$ cat config.mk
export PLATFORM = sky130hd
export DESIGN_NAME = midi_message_sender
export DESIGN_NICKNAME = d
export VERILOG_FILES = /design/src/rtl/midi_pkg.sv /design/src/rtl/midi_byte_writer.sv /design/src/rtl/midi_message_sender.sv
export SDC_FILE = /design/constraint.sdc
export NUM_CORES = 1
export LEC_CHECK = 0
export BUFFER_PORTS_ARGS = -buffer_cell sky130_fd_sc_hd__buf_2
export CAP_MARGIN = 5
export CORE_ASPECT_RATIO = 0.5
export CORE_MARGIN = 1.5
export CORE_UTILIZATION = 40
export CTS_BUF_LIST = sky130_fd_sc_hd__clkbuf_16
export CTS_CLUSTER_DIAMETER = 100
export DETAILED_ROUTE_END_ITERATION = 8
export GPL_ROUTABILITY_DRIVEN = 0
export PLACE_DENSITY = 0.56
export RECOVER_POWER = 100
export SETUP_SLACK_MARGIN = 0.3
export SLEW_MARGIN = 10
export SYNTH_ARGS = -nofsm -noshare
export SYNTH_HDL_FRONTEND = slang
export SYNTH_SLANG_ARGS = --single-unit
$ cat constraint.sdc
create_clock -name clk -period 5.2 [get_ports clk]
set_input_delay 1.04 -clock clk [delete_from_list [all_inputs] [get_ports clk]]
set_output_delay 1.04 -clock clk [all_outputs]
set_load 0.01 [all_outputs]
$ cat src/rtl/midi_pkg.sv
// Shared MIDI definitions: channel-voice status nibbles, sender FSM states,
// and the data-byte count for each status.
package midi_pkg;

  localparam logic [3:0] NOTE_OFF = 4'h8;
  localparam logic [3:0] NOTE_ON  = 4'h9;
  localparam logic [3:0] POLY_AT  = 4'hA;
  localparam logic [3:0] CTRL     = 4'hB;
  localparam logic [3:0] PROG     = 4'hC;
  localparam logic [3:0] CHAN_AT  = 4'hD;
  localparam logic [3:0] BEND     = 4'hE;

  typedef enum logic [2:0] {
    ST_IDLE,
    ST_SEND_STATUS,
    ST_SEND_D0,
    ST_SEND_D1,
    ST_ERROR
  } tx_state_e;

  // Zero marks a status this sender does not transmit.
  function automatic logic [1:0] data_byte_count(input logic [3:0] status);
    case (status)
      NOTE_OFF, NOTE_ON, POLY_AT, CTRL, BEND: data_byte_count = 2'd2;
      PROG, CHAN_AT:                          data_byte_count = 2'd1;
      default:                                data_byte_count = 2'd0;
    endcase
  endfunction

endpackage

$ cat src/rtl/midi_byte_writer.sv
// UART framer for MIDI OUT: start bit, 8 data bits LSB first, stop bit.
// Accepts the next byte during the last stop-bit clock so frames run back-to-back.
module midi_byte_writer #(
  parameter int CLKS_PER_BIT = 800
) (
  input  logic       clk,
  input  logic       rst_n,
  input  logic       byte_valid_i,
  input  logic [7:0] byte_i,
  output logic       byte_ready_o,
  output logic       done_o,
  output logic       busy_o,
  output logic       tx_o
);

  localparam int CW = (CLKS_PER_BIT > 1) ? $clog2(CLKS_PER_BIT) : 1;
  localparam logic [CW-1:0] BAUD_LAST = CW'(CLKS_PER_BIT - 1);

  logic          active_q, active_d;
  logic [CW-1:0] baud_cnt_q, baud_cnt_d;
  logic [3:0]    bit_idx_q, bit_idx_d;
  logic [9:0]    shift_q, shift_d;
  logic          last_clk;

  assign last_clk     = active_q && (bit_idx_q == 4'd9) && (baud_cnt_q == BAUD_LAST);
  assign byte_ready_o = !active_q || last_clk;
  assign done_o       = last_clk;
  assign busy_o       = active_q;
  // Driven from reset-cleared state, so the line returns high as soon as reset asserts.
  assign tx_o         = active_q ? shift_q[0] : 1'b1;

  always_comb begin
    active_d   = active_q;
    baud_cnt_d = baud_cnt_q;
    bit_idx_d  = bit_idx_q;
    shift_d    = shift_q;
    if (byte_valid_i && byte_ready_o) begin
      active_d   = 1'b1;
      baud_cnt_d = '0;
      bit_idx_d  = 4'd0;
      shift_d    = {1'b1, byte_i, 1'b0};
    end else if (last_clk) begin
      active_d   = 1'b0;
      baud_cnt_d = '0;
      bit_idx_d  = 4'd0;
    end else if (active_q) begin
      if (baud_cnt_q == BAUD_LAST) begin
        baud_cnt_d = '0;
        bit_idx_d  = bit_idx_q + 4'd1;
        shift_d    = {1'b1, shift_q[9:1]};
      end else begin
        baud_cnt_d = baud_cnt_q + CW'(1);
      end
    end
  end

  always_ff @(posedge clk or negedge rst_n) begin
    if (!rst_n) begin
      active_q   <= 1'b0;
      baud_cnt_q <= '0;
      bit_idx_q  <= 4'd0;
      shift_q    <= '1;
    end else begin
      active_q   <= active_d;
      baud_cnt_q <= baud_cnt_d;
      bit_idx_q  <= bit_idx_d;
      shift_q    <= shift_d;
    end
  end

endmodule

$ cat src/rtl/midi_message_sender.sv
// MIDI channel-voice message sender: latches a request, optionally drops a
// repeated status byte (running status) and feeds bytes to the framer.
module midi_message_sender
  import midi_pkg::*;
#(
  parameter int CLK_HZ         = 25000000,
  parameter int BAUD           = 31250,
  parameter int RUNNING_STATUS = 1
) (
  input  logic       clk,
  input  logic       rst_n,
  input  logic       msg_valid,
  output logic       msg_ready,
  input  logic [3:0] msg_status,
  input  logic [3:0] msg_channel,
  input  logic [6:0] msg_data0,
  input  logic [6:0] msg_data1,
  output logic       msg_error,
  output logic       busy,
  output logic       MIDI_TX
);

  localparam int CLKS_PER_BIT = (CLK_HZ + BAUD / 2) / BAUD;

  tx_state_e  state_q, state_d;
  logic [7:0] last_status_q, last_status_d;
  logic [7:0] d0_q, d0_d;
  logic [7:0] d1_q, d1_d;
  logic       three_q, three_d;

  logic       wr_valid, wr_ready, wr_done;
  logic [7:0] wr_byte;
  logic [7:0] new_status;
  logic [1:0] n_data;

  assign new_status = {msg_status, msg_channel};
  assign n_data     = data_byte_count(msg_status);

  midi_byte_writer #(
    .CLKS_PER_BIT(CLKS_PER_BIT)
  ) u_writer (
    .clk         (clk),
    .rst_n       (rst_n),
    .byte_valid_i(wr_valid),
    .byte_i      (wr_byte),
    .byte_ready_o(wr_ready),
    .done_o      (wr_done),
    .busy_o      (busy),
    .tx_o        (MIDI_TX)
  );

  always_comb begin
    state_d       = state_q;
    last_status_d = last_status_q;
    d0_d          = d0_q;
    d1_d          = d1_q;
    three_d       = three_q;
    wr_valid      = 1'b0;
    wr_byte       = 8'h00;
    msg_ready     = 1'b0;
    msg_error     = 1'b0;
    case (state_q)
      ST_IDLE: begin
        msg_ready = wr_ready;
        if (msg_valid && wr_ready) begin
          d0_d    = {1'b0, msg_data0};
          d1_d    = {1'b0, msg_data1};
          three_d = (n_data == 2'd2);
          // The first byte goes to the framer in the acceptance cycle itself,
          // which is what gives the one-cycle start-bit latency.
          if (n_data == 2'd0) begin
            state_d = ST_ERROR;
          end else if ((RUNNING_STATUS != 0) && (new_status == last_status_q)) begin
            wr_valid = 1'b1;
            wr_byte  = {1'b0, msg_data0};
            state_d  = ST_SEND_D0;
          end else begin
            wr_valid      = 1'b1;
            wr_byte       = new_status;
            last_status_d = new_status;
            state_d       = ST_SEND_STATUS;
          end
        end
      end
      ST_SEND_STATUS: begin
        if (wr_done) begin
          wr_valid = 1'b1;
          wr_byte  = d0_q;
          state_d  = ST_SEND_D0;
        end
      end
      ST_SEND_D0: begin
        if (wr_done) begin
          if (three_q) begin
            wr_valid = 1'b1;
            wr_byte  = d1_q;
            state_d  = ST_SEND_D1;
          end else begin
            state_d = ST_IDLE;
          end
        end
      end
      ST_SEND_D1: begin
        if (wr_done) state_d = ST_IDLE;
      end
      ST_ERROR: begin
        msg_error = 1'b1;
        state_d   = ST_IDLE;
      end
      default: state_d = ST_IDLE;
    endcase
  end

  always_ff @(posedge clk or negedge rst_n) begin
    if (!rst_n) begin
      state_q       <= ST_IDLE;
      last_status_q <= 8'h00;
      d0_q          <= 8'h00;
      d1_q          <= 8'h00;
      three_q       <= 1'b0;
    end else begin
      state_q       <= state_d;
      last_status_q <= last_status_d;
      d0_q          <= d0_d;
      d1_q          <= d1_d;
      three_q       <= three_d;
    end
  end

endmodule

# Word level (Yosys, flattened, before mapping)
# Index checks and enable logic that the tools add are counted.
[op_classes] reduce_logical=20 n_bitwise=2 add_sub_neg=2 eq_ne=20 n_mux=39
[ops] op="$mux 10" n=8
[ops] op="$eq 4x4->1 const B" n=8
[ops] op="$mux 8" n=3
[ops] op="$pmux 8 s3" n=1
[ops] op="$mux 7" n=3
[ops] op="$mux 4" n=4
[ops] op="$mux 3" n=5
[ops] op="$pmux 3 s4" n=1
[ops] op="$add 10x1->10 const B" n=1
[ops] op="$eq 10x10->1 const B" n=1
[ops] op="$mux 1" n=10
[ops] op="$eq 8x8->1" n=1
[ops] op="$reduce_and 4->1" n=2
[ops] op="$eq 3x2->1 const B" n=2
[ops] op="$ne 2x1->1 const B" n=3
[ops] op="$reduce_bool 2->1" n=3
[ops] op="$reduce_bool 3->1" n=2
[ops] op="$reduce_or 5->1" n=1
[ops] op="$add 4x1->4 const B" n=1
[ops] op="$logic_and 1x1->1" n=4
[ops] op="$mux 2" n=2
[ops] op="$ne 2x2->1 const B" n=2
[ops] op="$pmux 2 s2" n=1
[ops] op="$reduce_and 2->1" n=2
[ops] op="other kinds (11)" n=12
[totals] ff_bits=51 output_inout_bits=4

# Longest topological paths before layout
[logic_depth] depth_word=10 depth_mapped=11 ltp_nobuf=8

# Modules after synthesis
# A second synthesis with hierarchy kept.
[hier_totals] cells_unflattened=247 area_unflattened_um2=2716.4
[modules_own_cells] module="midi_message_sender" instances=1 seq_area_each_um2=650.6 cells_each=109 area_per_inst_um2=1366.3
[modules_own_cells] module="midi_byte_writer" instances=1 seq_area_each_um2=611.8 cells_each=138 area_per_inst_um2=1350.0

# Worst setup path after synthesis
# OpenSTA, ideal clock, no wires.
[synth_path] path_kind="register to output" start="register u_writer.baud_cnt_q[0]" end="output port msg_ready" n_path_buf=1 stages_incl_launch_ff=6 slack_ns=2.762 t_arrival_ns=1.398 cell_sequence="dfrtp_1 -> ha_1 -> and4_1 -> buf_2 -> a41o_1 -> and2_1"
[synth_between] elab_chain_cells=4
[synth_lines] item="start: declaration" line_no="midi_byte_writer.sv:20" source="logic [CW-1:0] baud_cnt_q, baud_cnt_d;"
[synth_lines] item="start signal: assignment" line_no="midi_byte_writer.sv:65" source="baud_cnt_q <= baud_cnt_d;"
[synth_lines] item="$eq 10x10->1" line_no="midi_byte_writer.sv:25" source="assign last_clk = active_q && (bit_idx_q == 4'd9) && (baud_cnt_q == BAUD_LAST);"
[synth_lines] item="$logic_and 1x1->1" line_no="midi_byte_writer.sv:25"
[synth_lines] item="$logic_or 1x1->1" line_no="midi_byte_writer.sv:26" source="assign byte_ready_o = !active_q || last_clk;"
[synth_lines] item="$mux 1" line_no="midi_message_sender.sv:62" source="case (state_q)"
[synth_lines] item="end: declaration" line_no="midi_message_sender.sv:13" source="output logic msg_ready,"
# Every way passes these cells.

==> run_results.csv <==
group,metric,value,unit
outcome,status,"complete, but fails checks",
outcome,violations,"max-capacitance violations, max-slew violations",
placement,place_inst,356,
clock_network,clock_tree.htree_level_count,2,
critical_path,cp_data_arrival_time,3.06,ns
die,initial_utilization,42.87,%
sta,period_minus_slack,3.247,ns
sta,clock_skew,0.002466,ns
pwr,pwr_density_cell,497.8,nW/um^2
die,die_h,61.02,um
die,chipWidth,119.0,um
clock_network,cts_setup_buffers,0,
hold_path,hp-class,"reg -> reg",
global_routing,antenna_found_initial,0,
die,io_pins,29,
sta,clock.fmax,308.0,MHz
synthesis,synth_seq_cells,50,
job,cap_violations,1,
detailed_routing,drt-pass1-iter-count,4,
critical_path,startpoint,"rst_n",
synthesis,syn_inst,251,
critical_path,r2r-end,"u_writer.bit_idx_q[2]",
sta,hold_viol,0,
sta,relSlewSlack,-81.63,%
sta,grt_setup_unrepaired,"no",
die,die-area,7263,um^2
critical_path,crit_required,5.01,ns
global_routing,grt_use_total,16.95,%
clock_network,cts_hold_buf,0,
critical_path,critical_path_depth,2,
critical_path,r2r-start,"u_writer.baud_cnt_q[0]",
critical_path,criticalPathCategory,"in -> async",
layout,nets,303,
synthesis,syn-num-nets,279,
placement,io_buffers,28,
layout,fin_cells,364,
pwr,clkPwrFrac,24.8,%
die,num_rows,20,
critical_path,critPathBufInv,2,
clock_network,ctsLongestPathBuffers,2,
synthesis,synth-edff-count,0,
critical_path,critical_path.max_fanout,50,
pwr,cellLeakagePower,1.257,nW
detailed_routing,num_vias,1959,
critical_path,reg2reg_slack,2.21,ns
critical_path,endpoint_kind,"asynchronous set/reset pin",
detailed_routing,drt_iter0_drc,105,
layout,area_growth,11.25,%
layout,diodes,0,
critical_path,reg2reg_depth,7,
clock_network,cts.clk_slew.worst_paths,0.07,ns
critical_path,crit_end,"last_status_q[0]",
critical_path,cpMaxStageDelayCell,"clkbuf_1",
global_routing,grt_pass1_wl,9528,um
clock_network,ctsResizeCount,0,
clock_network,clock_latency,0.29,ns
detailed_routing,final_antenna_net_count,0,
critical_path,critPathMaxStageDelay,1.93,ns
critical_path,critPathLaunchType,"input port",
layout,drive_gt1_share,25.00,%
detailed_routing,route.detailed.drc,0,
clock_network,tritoncts,"built",
synthesis,synthArstFlopShare,100.0,%
pwr,ir_drop,0.1670,mV
pwr,switchingPower,0.0004646,W
critical_path,cp_cell_sequence,"buf_2 -> clkbuf_1",
clock_network,root_buffer,"clkbuf_16",
clock_network,clock-sinks,50,
synthesis,synth_area,2693,um^2
synthesis,yosys_warnings,0,
global_routing,overflow,0,
placement,dpl.hpwl,4111,um
sta,final.setup.tns,0,ns
synthesis,synth_cell_types,54,
synthesis,synth-seq-area-share,46.89,%
detailed_routing,via_per_inst,5.382,
detailed_routing,routedWlPerCell,15.51,um
global_routing,grt_max_degree,51,
detailed_routing,drt-total-wl,5645,um
pwr,internal_power,0.001027,W
global_routing,grt_pass1_vias,1906,
pwr,combPwrFrac,25.3,%
pwr,switching_share,31.16,%
sta,drv_slew,51,
critical_path,cpLargestDelayFamily,"buffers and inverters",
synthesis,ys.flop_type,"dfrtp_1",
die,coreArea,6281,um^2
sta,period_share,62.44,%
layout,fill_cells,607,
sta,worstMarginPinSlew,2.724,ns
pwr,pwr-share-seq,49.9,%
clock_network,numCtsBuffers,5,
synthesis,syn-mean-instance-area,10.73,um^2
sta,setup_viol,0,
[synth_stat cells, drive strengths merged (5+ instances only)]
| master | n | share of area (%) |
|---|---|---|
| dfrtp | 41 | 38 |
| nand2 | 30 | 4.2 |
| mux2 | 23 | 9.6 |
| o21ai | 21 | 3.9 |
| buf | 10 | 2.6 |
| xnor2 | 10 | 3.3 |
| dfstp | 9 | 8.8 |
| nand3 | 9 | 1.9 |
| mux2i | 7 | 2.6 |
| nand4 | 7 | 1.9 |
| nor2 | 7 | 1.2 |
| a22oi | 6 | 1.7 |
| inv | 6 | 0.84 |
| o22a | 6 | 2.0 |
| a21oi | 5 | 0.93 |
[routing by layer]
metal	up-vias	part of all wire (%)	track usage [%]	routed length [um]
li1	965	-	-	-
met1	956	51	23.17	2880
met2	29	44	27.91	2476
met3	9	3.5	3.519	195
met4	0	1.6	5.336	93
met5	-	0	0	0
[cell type report]
cell class	count	area (um^2)	area share, %
Sequential cell	50	1262	42.15
Timing Repair Buffer	29	138.9	4.637
Tap cell	88	110.1	3.676
Multi-Input combinational cell	183	1296	43.27
Clock buffer	5	125.1	4.177
Clock inverter	3	40.04	1.337
Inverter	6	22.52	0.7519
[per-stage QoR]
step | total power, W | cell area [um^2] | setup slack [ns] | hold WS (ns) | util (%)
floorplan | 0.001031 | 2693 | 2.762 | 0.4380 | -
global placement | 0.001120 | 2872 | 2.406 | 0.4622 | 45.72
detailed placement | 0.001138 | 2872 | 2.339 | 0.4764 | 45.72
CTS | 0.001507 | 3037 | 2.262 | 0.4861 | 48.35
global route | 0.001596 | 2995 | 1.404 | 0.5067 | 47.69
finish | 0.001491 | 2995 | 1.953 | 0.4883 | 47.69
[cell families after synthesis]
group / count (synthesis) / share of synthesized area, %
AND/OR/NAND/NOR: 78 / 16.54
AO/OA/AOI/OAI: 60 / 15.29
flip-flops: 50 / 46.89
multiplexers: 30 / 12.22
buffers and inverters: 18 / 3.763
XOR/XNOR: 12 / 3.903
adder cells (fa/ha/maj): 3 / 1.394
[sequential cells by signal, summed over array words and instances, names as in the netlist]
name                 count
u_writer.baud_cnt_q     10
u_writer.shift_q         9
last_status_q            8
d0_q                     7
d1_q                     7
u_writer.bit_idx_q       4
state_q                  3
three_q                  1
u_writer.busy_o          1
[power groups by stage]
stage | combinational, W | clock (W) | sequential (W)
floorplan | 0.000343 | 0 | 0.000689
global placement | 0.000378 | 0 | 0.000741
detailed placement | 0.000390 | 0 | 0.000747
CTS | 0.000391 | 0.000373 | 0.000743
global route | 0.000430 | 0.000393 | 0.000773
finish | 0.000377 | 0.000370 | 0.000744
[cell usage in the layout (no fill, tap or decap), types with 6 or more instances in the layout]
master / n
a22oi_1: 6
buf_2: 24
dfrtp_1: 41
dfstp_2: 9
inv_1: 6
mux2_2: 23
mux2i_1: 7
nand2_1: 30
nand3_1: 9
nand4_1: 6
nor2_1: 7
o21ai_0: 19
o22a_1: 6
xnor2_1: 10
[worst min path at each step]
| stage | from | to | cells past startpoint |
|---|---|---|---|
| 6_report | u_writer.baud_cnt_q[9] | u_writer.baud_cnt_q[9] | 1 |
| 5_1_grt | u_writer.bit_idx_q[3] | u_writer.bit_idx_q[3] | 1 |
| 4_1_cts | u_writer.bit_idx_q[3] | u_writer.bit_idx_q[3] | 1 |
| 3_5_place_dp | u_writer.bit_idx_q[3] | u_writer.bit_idx_q[3] | 1 |
| 3_3_place_gp | u_writer.bit_idx_q[3] | u_writer.bit_idx_q[3] | 1 |
| 2_1_floorplan | u_writer.bit_idx_q[3] | u_writer.bit_idx_q[3] | 1 |
Power figures use the tool's default switching activity.
